$ cat config.mk
export PLATFORM = sky130hd
export DESIGN_NAME = lc3_sequencer
export DESIGN_NICKNAME = d
export VERILOG_FILES = /design/src/rtl/lc3_sequencer.sv
export SDC_FILE = /design/constraint.sdc
export NUM_CORES = 1
export LEC_CHECK = 0
export ABC_AREA = 1
export CAP_MARGIN = 20
export CELL_PAD_IN_SITES_DETAIL_PLACEMENT = 2
export CELL_PAD_IN_SITES_GLOBAL_PLACEMENT = 2
export CORE_UTILIZATION = 20
export CTS_CLUSTER_SIZE = 24
export DETAILED_ROUTE_END_ITERATION = 10
export PLACE_DENSITY_LB_ADDON = 0.05
export RECOVER_POWER = 25
export SYNTH_ARGS = -nofsm -noshare
export SYNTH_HDL_FRONTEND = slang
export SYNTH_SLANG_ARGS = --single-unit
export TNS_END_PERCENT = 50
$ cat constraint.sdc
create_clock -name clk -period 3.4 [get_ports clk]
set_input_delay 0.68 -clock clk [delete_from_list [all_inputs] [get_ports clk]]
set_output_delay 0.68 -clock clk [all_outputs]
set_load 0.03 [all_outputs]
$ cat src/rtl/lc3_sequencer.sv
// LC-3 control sequencer: Moore FSM decoding datapath strobes from the current state and IR.
// Memory states stretch by MEM_WAIT cycles through a down-counter that loads on entry.
module lc3_sequencer #(
  parameter int unsigned MEM_WAIT = 0
) (
  input  logic        clk,
  input  logic        reset,
  input  logic [15:0] IR,
  input  logic        N,
  input  logic        Z,
  input  logic        P,
  output logic [1:0]  aluControl,
  output logic        enaALU,
  output logic        enaMARM,
  output logic        enaMDR,
  output logic        enaPC,
  output logic        selMAR,
  output logic        selEAB1,
  output logic [1:0]  selEAB2,
  output logic        ldPC,
  output logic        ldIR,
  output logic        ldMAR,
  output logic        ldMDR,
  output logic [1:0]  selPC,
  output logic        selMDR,
  output logic [2:0]  SR1,
  output logic [2:0]  SR2,
  output logic [2:0]  DR,
  output logic        regWE,
  output logic        memWE,
  output logic        halted
);

  typedef enum logic [3:0] {
    S_FETCH0, S_FETCH1, S_FETCH2, S_DECODE,
    S_EXEC_ALU, S_EXEC_BR, S_EXEC_JMP, S_EXEC_LEA,
    S_ADDR, S_MEMRD, S_WB, S_MDRLD, S_MEMWR, S_HALT
  } state_t;

  localparam logic [3:0] WAIT_INIT = 4'(MEM_WAIT);

  state_t     state, state_nxt;
  logic [3:0] wait_cnt, wait_nxt;
  logic       wait_done;
  logic [3:0] opcode;
  logic       unused_ir;

  assign opcode    = IR[15:12];
  assign wait_done = (wait_cnt == 4'd0);
  assign unused_ir = ^IR[5:3];

  always_ff @(posedge clk or posedge reset) begin
    if (reset) begin
      state    <= S_FETCH0;
      wait_cnt <= 4'd0;
    end else begin
      state    <= state_nxt;
      wait_cnt <= wait_nxt;
    end
  end

  always_comb begin
    state_nxt  = state;
    wait_nxt   = wait_cnt;
    aluControl = 2'b00;
    enaALU     = 1'b0;
    enaMARM    = 1'b0;
    enaMDR     = 1'b0;
    enaPC      = 1'b0;
    selMAR     = 1'b0;
    selEAB1    = 1'b0;
    selEAB2    = 2'b00;
    ldPC       = 1'b0;
    ldIR       = 1'b0;
    ldMAR      = 1'b0;
    ldMDR      = 1'b0;
    selPC      = 2'b00;
    selMDR     = 1'b0;
    SR1        = 3'd0;
    SR2        = 3'd0;
    DR         = 3'd0;
    regWE      = 1'b0;
    memWE      = 1'b0;
    halted     = 1'b0;
    // Every strobe stays low while reset is held, including the FETCH0 decode.
    if (!reset) begin
      case (state)
        S_FETCH0: begin
          enaPC     = 1'b1;
          ldMAR     = 1'b1;
          ldPC      = 1'b1;
          selPC     = 2'b00;
          state_nxt = S_FETCH1;
          wait_nxt  = WAIT_INIT;
        end
        S_FETCH1: begin
          selMDR = 1'b1;
          if (wait_done) begin
            ldMDR     = 1'b1;
            state_nxt = S_FETCH2;
          end else begin
            wait_nxt = wait_cnt - 4'd1;
          end
        end
        S_FETCH2: begin
          enaMDR    = 1'b1;
          ldIR      = 1'b1;
          state_nxt = S_DECODE;
        end
        S_DECODE: begin
          case (opcode)
            4'b0001, 4'b0101, 4'b1001:          state_nxt = S_EXEC_ALU;
            4'b0000:                            state_nxt = S_EXEC_BR;
            4'b1100:                            state_nxt = S_EXEC_JMP;
            4'b1110:                            state_nxt = S_EXEC_LEA;
            4'b0010, 4'b0110, 4'b0011, 4'b0111: state_nxt = S_ADDR;
            default:                            state_nxt = S_HALT;
          endcase
        end
        S_EXEC_ALU: begin
          enaALU = 1'b1;
          regWE  = 1'b1;
          DR     = IR[11:9];
          SR1    = IR[8:6];
          SR2    = IR[2:0];
          case (opcode)
            4'b0101: aluControl = 2'b01;
            4'b1001: aluControl = 2'b10;
            default: aluControl = 2'b00;
          endcase
          state_nxt = S_FETCH0;
        end
        S_EXEC_BR: begin
          ldPC      = (IR[11] & N) | (IR[10] & Z) | (IR[9] & P);
          selPC     = 2'b01;
          selEAB2   = 2'b10;
          state_nxt = S_FETCH0;
        end
        S_EXEC_JMP: begin
          ldPC      = 1'b1;
          selPC     = 2'b01;
          selEAB1   = 1'b1;
          SR1       = IR[8:6];
          state_nxt = S_FETCH0;
        end
        S_EXEC_LEA: begin
          enaMARM   = 1'b1;
          selEAB2   = 2'b10;
          regWE     = 1'b1;
          DR        = IR[11:9];
          state_nxt = S_FETCH0;
        end
        S_ADDR: begin
          enaMARM = 1'b1;
          ldMAR   = 1'b1;
          // IR[14] separates base+offset6 (LDR/STR) from PC-relative (LD/ST); IR[12] marks stores.
          if (IR[14]) begin
            selEAB1 = 1'b1;
            selEAB2 = 2'b01;
            SR1     = IR[8:6];
          end else begin
            selEAB2 = 2'b10;
          end
          if (IR[12]) begin
            state_nxt = S_MDRLD;
          end else begin
            state_nxt = S_MEMRD;
            wait_nxt  = WAIT_INIT;
          end
        end
        S_MEMRD: begin
          selMDR = 1'b1;
          if (wait_done) begin
            ldMDR     = 1'b1;
            state_nxt = S_WB;
          end else begin
            wait_nxt = wait_cnt - 4'd1;
          end
        end
        S_WB: begin
          enaMDR    = 1'b1;
          regWE     = 1'b1;
          DR        = IR[11:9];
          state_nxt = S_FETCH0;
        end
        S_MDRLD: begin
          SR1        = IR[11:9];
          aluControl = 2'b11;
          enaALU     = 1'b1;
          ldMDR      = 1'b1;
          state_nxt  = S_MEMWR;
          wait_nxt   = WAIT_INIT;
        end
        S_MEMWR: begin
          memWE = 1'b1;
          if (wait_done) begin
            state_nxt = S_FETCH0;
          end else begin
            wait_nxt = wait_cnt - 4'd1;
          end
        end
        S_HALT: begin
          halted = 1'b1;
        end
        default: state_nxt = S_FETCH0;
      endcase
    end
  end

endmodule

---- Word-level counts from Yosys, hierarchy flattened ----
Memory sizes are Yosys's and may differ from the RTL's.
Index checks and enable logic that the tools add are counted.
cells by class
  add/sub/neg operators ................... 1
  equal/unequal tests ..................... 20
  muxes and demuxes ....................... 51
  bitwise operators ....................... 7
  reduce and logical (&&, ||, !) cells .... 17
operators with widths
  cell                                                                    number
  4-bit case mux with 9 select lines                                      1
  4-bit equality test (second input constant)                             7
  1-bit two-way mux                                                       27
  4-bit by 3-bit equality test with 1-bit output (second input constant)  5
  4-bit two-way mux                                                       5
  2-bit OR reduction                                                      10
  3-bit two-way mux                                                       6
  2-bit case mux with 2 select lines                                      3
  4-bit case mux with 3 select lines                                      1
  2-bit inequality test (second input constant)                           5
  3-bit case mux with 3 select lines                                      1
  4-bit by 2-bit equality test with 1-bit output (second input constant)  2
  4-bit zero test                                                         2
  2-bit two-way mux                                                       4
  1-bit case mux with 2 select lines                                      3
  3-bit OR reduction                                                      2
  5-bit AND reduction                                                     1
  4-bit by 1-bit equality test with 1-bit output (second input constant)  1
  4-bit AND reduction                                                     1
  4-bit by 1-bit subtractor with 4-bit output (second input constant)     1
  1-bit AND                                                               3
  3-bit nonzero test                                                      1
  1-bit NOT                                                               2
  1-bit OR                                                                2
storage, ports and cells
  register bits ........................... 8
  bits in read-only memories .............. 64
  bits of input ports ..................... 21
  output and inout bits ................... 29
  word-level logic and storage cells ...... 99
  memories kept ........................... 1
memories
  name             words  bits a word  rd ports  clocked after Yosys merged registers in  wr ports  line  source
  (no name shown)  16     4            1         0                                        0         111   case (opcode)

---- Longest topological paths before layout ----
  depth after elaboration ................. 5
  depth in mapped cells ................... 10
  depth with buffers taken out ............ 9

---- Worst setup path before layout ----
Ideal clock, no wire load.
  kind .................................... input port to output port
  from .................................... input reset
  to ...................................... output aluControl[0]
  data arrival time ....................... 1.913 ns
  data required time ...................... 2.720 ns
  path slack .............................. 0.807 ns
  stages on the path ...................... 4
  buffers on the path ..................... 1
  cell sequence ........................... inv_1 > buf_2 > nand3_1 > o21ai_0
between the ends
  longest elaborated chain between the ends .. 1
RTL lines
  element             line  source
  start: declaration  7     input logic reset,
  2-bit two-way mux   86    if (!reset) begin
  end: declaration    12    output logic [1:0] aluControl,
Every way passes these cells.

---- Worst setup path after layout ----
  from .................................... input reset
  to ...................................... output enaPC
between the ends
  longest elaborated chain between the ends .. 1
RTL lines
  element            line  source
  1-bit two-way mux  86
  end: declaration   16    output logic enaPC,
Every way passes these cells.

==> run metrics <==
Synth Area in XOR/XNOR=less than 1%; Syn Inst Count=around 190; Fin. Hold Viols=0; layout cell share with drive strength beyond 1=14.0%; largest net degree at the start of global routing=13; CP Class=in -> out; Worst Clk Skew=about 1.4 ps; root buffer cell=clkbuf_8; clk sinks=8; hold wc startpoint=wait_cnt[1]; CTS tree=done; leakage power=roughly 0.00083 uW; Starting Density=between 20% and 30%; first-pass GRT wire length=6760 um; DRT Pass-1 Iters=4; Slew Limit Fails=0; gr usage total=between 10% and 20%; clk slew on worst S/H paths=about 40 ps; CTS Buf Count=3; overall power=between 1000 and 1500 uW; Power Density=slightly below 700 nW/um2; crit path launch=reset; Reg-to-Reg Start=wait_cnt[0]; largest family of logic cells by synthesized area=simple AND/OR/NAND/NOR gates; Data arrival, critical path=2440 ps; drt drc=0; initial antenna violation count=0; post-route ant nets=0; status=completed; Hold/Removal Path Class=reg -> reg; Rows=25; Ports=50; critical path fanouts, max=8; Horiz. Die Dim=about 74 um; synthesized-area fraction occupied by adder cells=under 10%; mux cell area share after synthesis=0%; Final Wtd Congestion=between 0.8 and 0.9; Peak VDD IR=around 0.24 mV; mean post-synth cell area=between 5 and 6 um2; Area growth, synth to finish=49.6%; Worst Setup Start Kind=input pin; routed len/inst=around 13 um; fillers=between 600 and 700; Die Height=73.5 um; Max Cap Viol=0; core area=approximately 4800 um2; CP endpoint kind=output port; WP data required=~2700 ps; simple-gate share of the synthesized area=~54%; period utilisation layout=between 90% and 100%; register area share after synthesis=between 10% and 20%; post-CTS setup buffers=0; WL final=around 4000 um; clock buffer depth=2; die area=5410 um2; final worst path period need=approximately 3100 ps; unrepaired setup endpoints after global routing=false; Ys Warns=0; Mapped Area=approximately 1000 um2; setup violators final=0; Distinct cells, synth=24; hold-fix buffers at CTS=0; 1st-iter DRT viols=20; setup tns final=0 ps; Layout Nets=260; port buffer count=44; post-DP HPWL=about 3500 um; # H-tree levels=1; vias in the first global route=around 1400; complex-gate fraction of the synthesized area=between 8 and 9%; Vias=1351; ANT cells=0; Clock Latency Late Sink=230 ps; #FFs+latches synth=8; vias per cell=about 4.5; Post-CTS Resized=0; total global routing overflow=0; Max Freq=about 320 MHz
## cell usage in the layout, fill, tap and decap left out, drive strengths merged, types with 2 or more instances in the layout
cell	instances
nand2	71
nand3	14
nor3	3
conb	2
dfrtp	8
a21oi	6
o21ai	6
clkdlybuf4s50	30
nor2	37
o211ai	3
buf	15
clkbuf	3
inv	32
## cells in the mapped netlist
cell type | number | area share, %
nor3_1 | 3 | 1.5
o21ai_0 | 6 | 2.9
xor2_1 | 1 | 0.86
conb_1 | 1 | 0.37
nand2_4 | 1 | 1.1
nor2_1 | 33 | 12
nand2_1 | 63 | 23
nand4_1 | 1 | 0.61
nor2_4 | 2 | 2.2
buf_2 | 3 | 1.5
buf_4 | 2 | 1.5
a21oi_1 | 6 | 2.9
inv_1 | 28 | 10
nand3b_1 | 1 | 0.73
dfrtp_1 | 8 | 20
o31ai_1 | 1 | 0.73
nand3_1 | 13 | 6.4
nand2_2 | 7 | 4.3
nand3_2 | 1 | 0.98
nor2_2 | 2 | 1.2
ha_1 | 1 | 1.2
buf_1 | 1 | 0.37
inv_2 | 4 | 1.5
o211ai_1 | 3 | 2.2
## report_power, final
part	internal (uW)	total (uW)	leakage (uW)	switching, uW
clock network	76.7	114	0.0000216	37.8
registers	139	205	0.000105	66.6
logic	253	742	0.000704	489
## kinds of logic after synthesis
group,after synthesis
other,1
flip-flops,8
AO/OA/AOI/OAI,16
buffers and inverters,38
XOR/XNOR,1
adder cells (fa/ha/maj),1
AND/OR/NAND/NOR,127
## final cells by class
class,instances,area (um2),area share (%)
inverter,32,120,7.84
multi-input combinational,147,663,43.3
clock buffer,3,41.3,2.70
sequential,8,200,13.1
tap,67,83.8,5.47
timing repair buffer,46,423,27.6
## routing by layer
| layer | part of all wire (%) | GRT usage, % | vias to the layer above |
|---|---|---|---|
| li1 | - | - | 669 |
| met2 | 50 | 29.3 | 33 |
| met3 | 3.7 | 3.57 | 4 |
| met4 | 0.72 | 2.14 | 0 |
| met5 | 0 | 0 | - |
| met1 | 45 | 19.9 | 645 |
## sequential cells by signal, summed over array words and instances (netlist names)
name      flops
wait_cnt      4
state         4
## path summary, 6_finish.rpt
path / endpoint / slack (ps) / cells past startpoint
max: enaPC / 280 / 4
min: wait_cnt[1] / 520 / 2
max reg2reg: state[2] / 1910 / 8
min reg2reg: wait_cnt[1] / 520 / 2
max in group asynchronous: wait_cnt[3] / 2010 / 3
min in group asynchronous: state[1] / 1230 / 3
## critical path, stage by stage
cell and delay, ps:
dlygate4sd3_1 640, buf_4 210, nor3_1 210, clkdlybuf4s50_1 700
## stage by stage
step	area, um2	hold WS (ps)	utilization, %	std cells	setup slack, ps
5_1_grt	1530	541	31.8	303	197
4_1_cts	1540	520	32.0	303	325
2_1_floorplan	1030	464	-	193	807
3_3_place_gp	1500	499	31.1	300	365
6_report	1530	518	31.8	303	280
3_5_place_dp	1500	510	31.1	300	330
(Power assumes the default switching activity.)
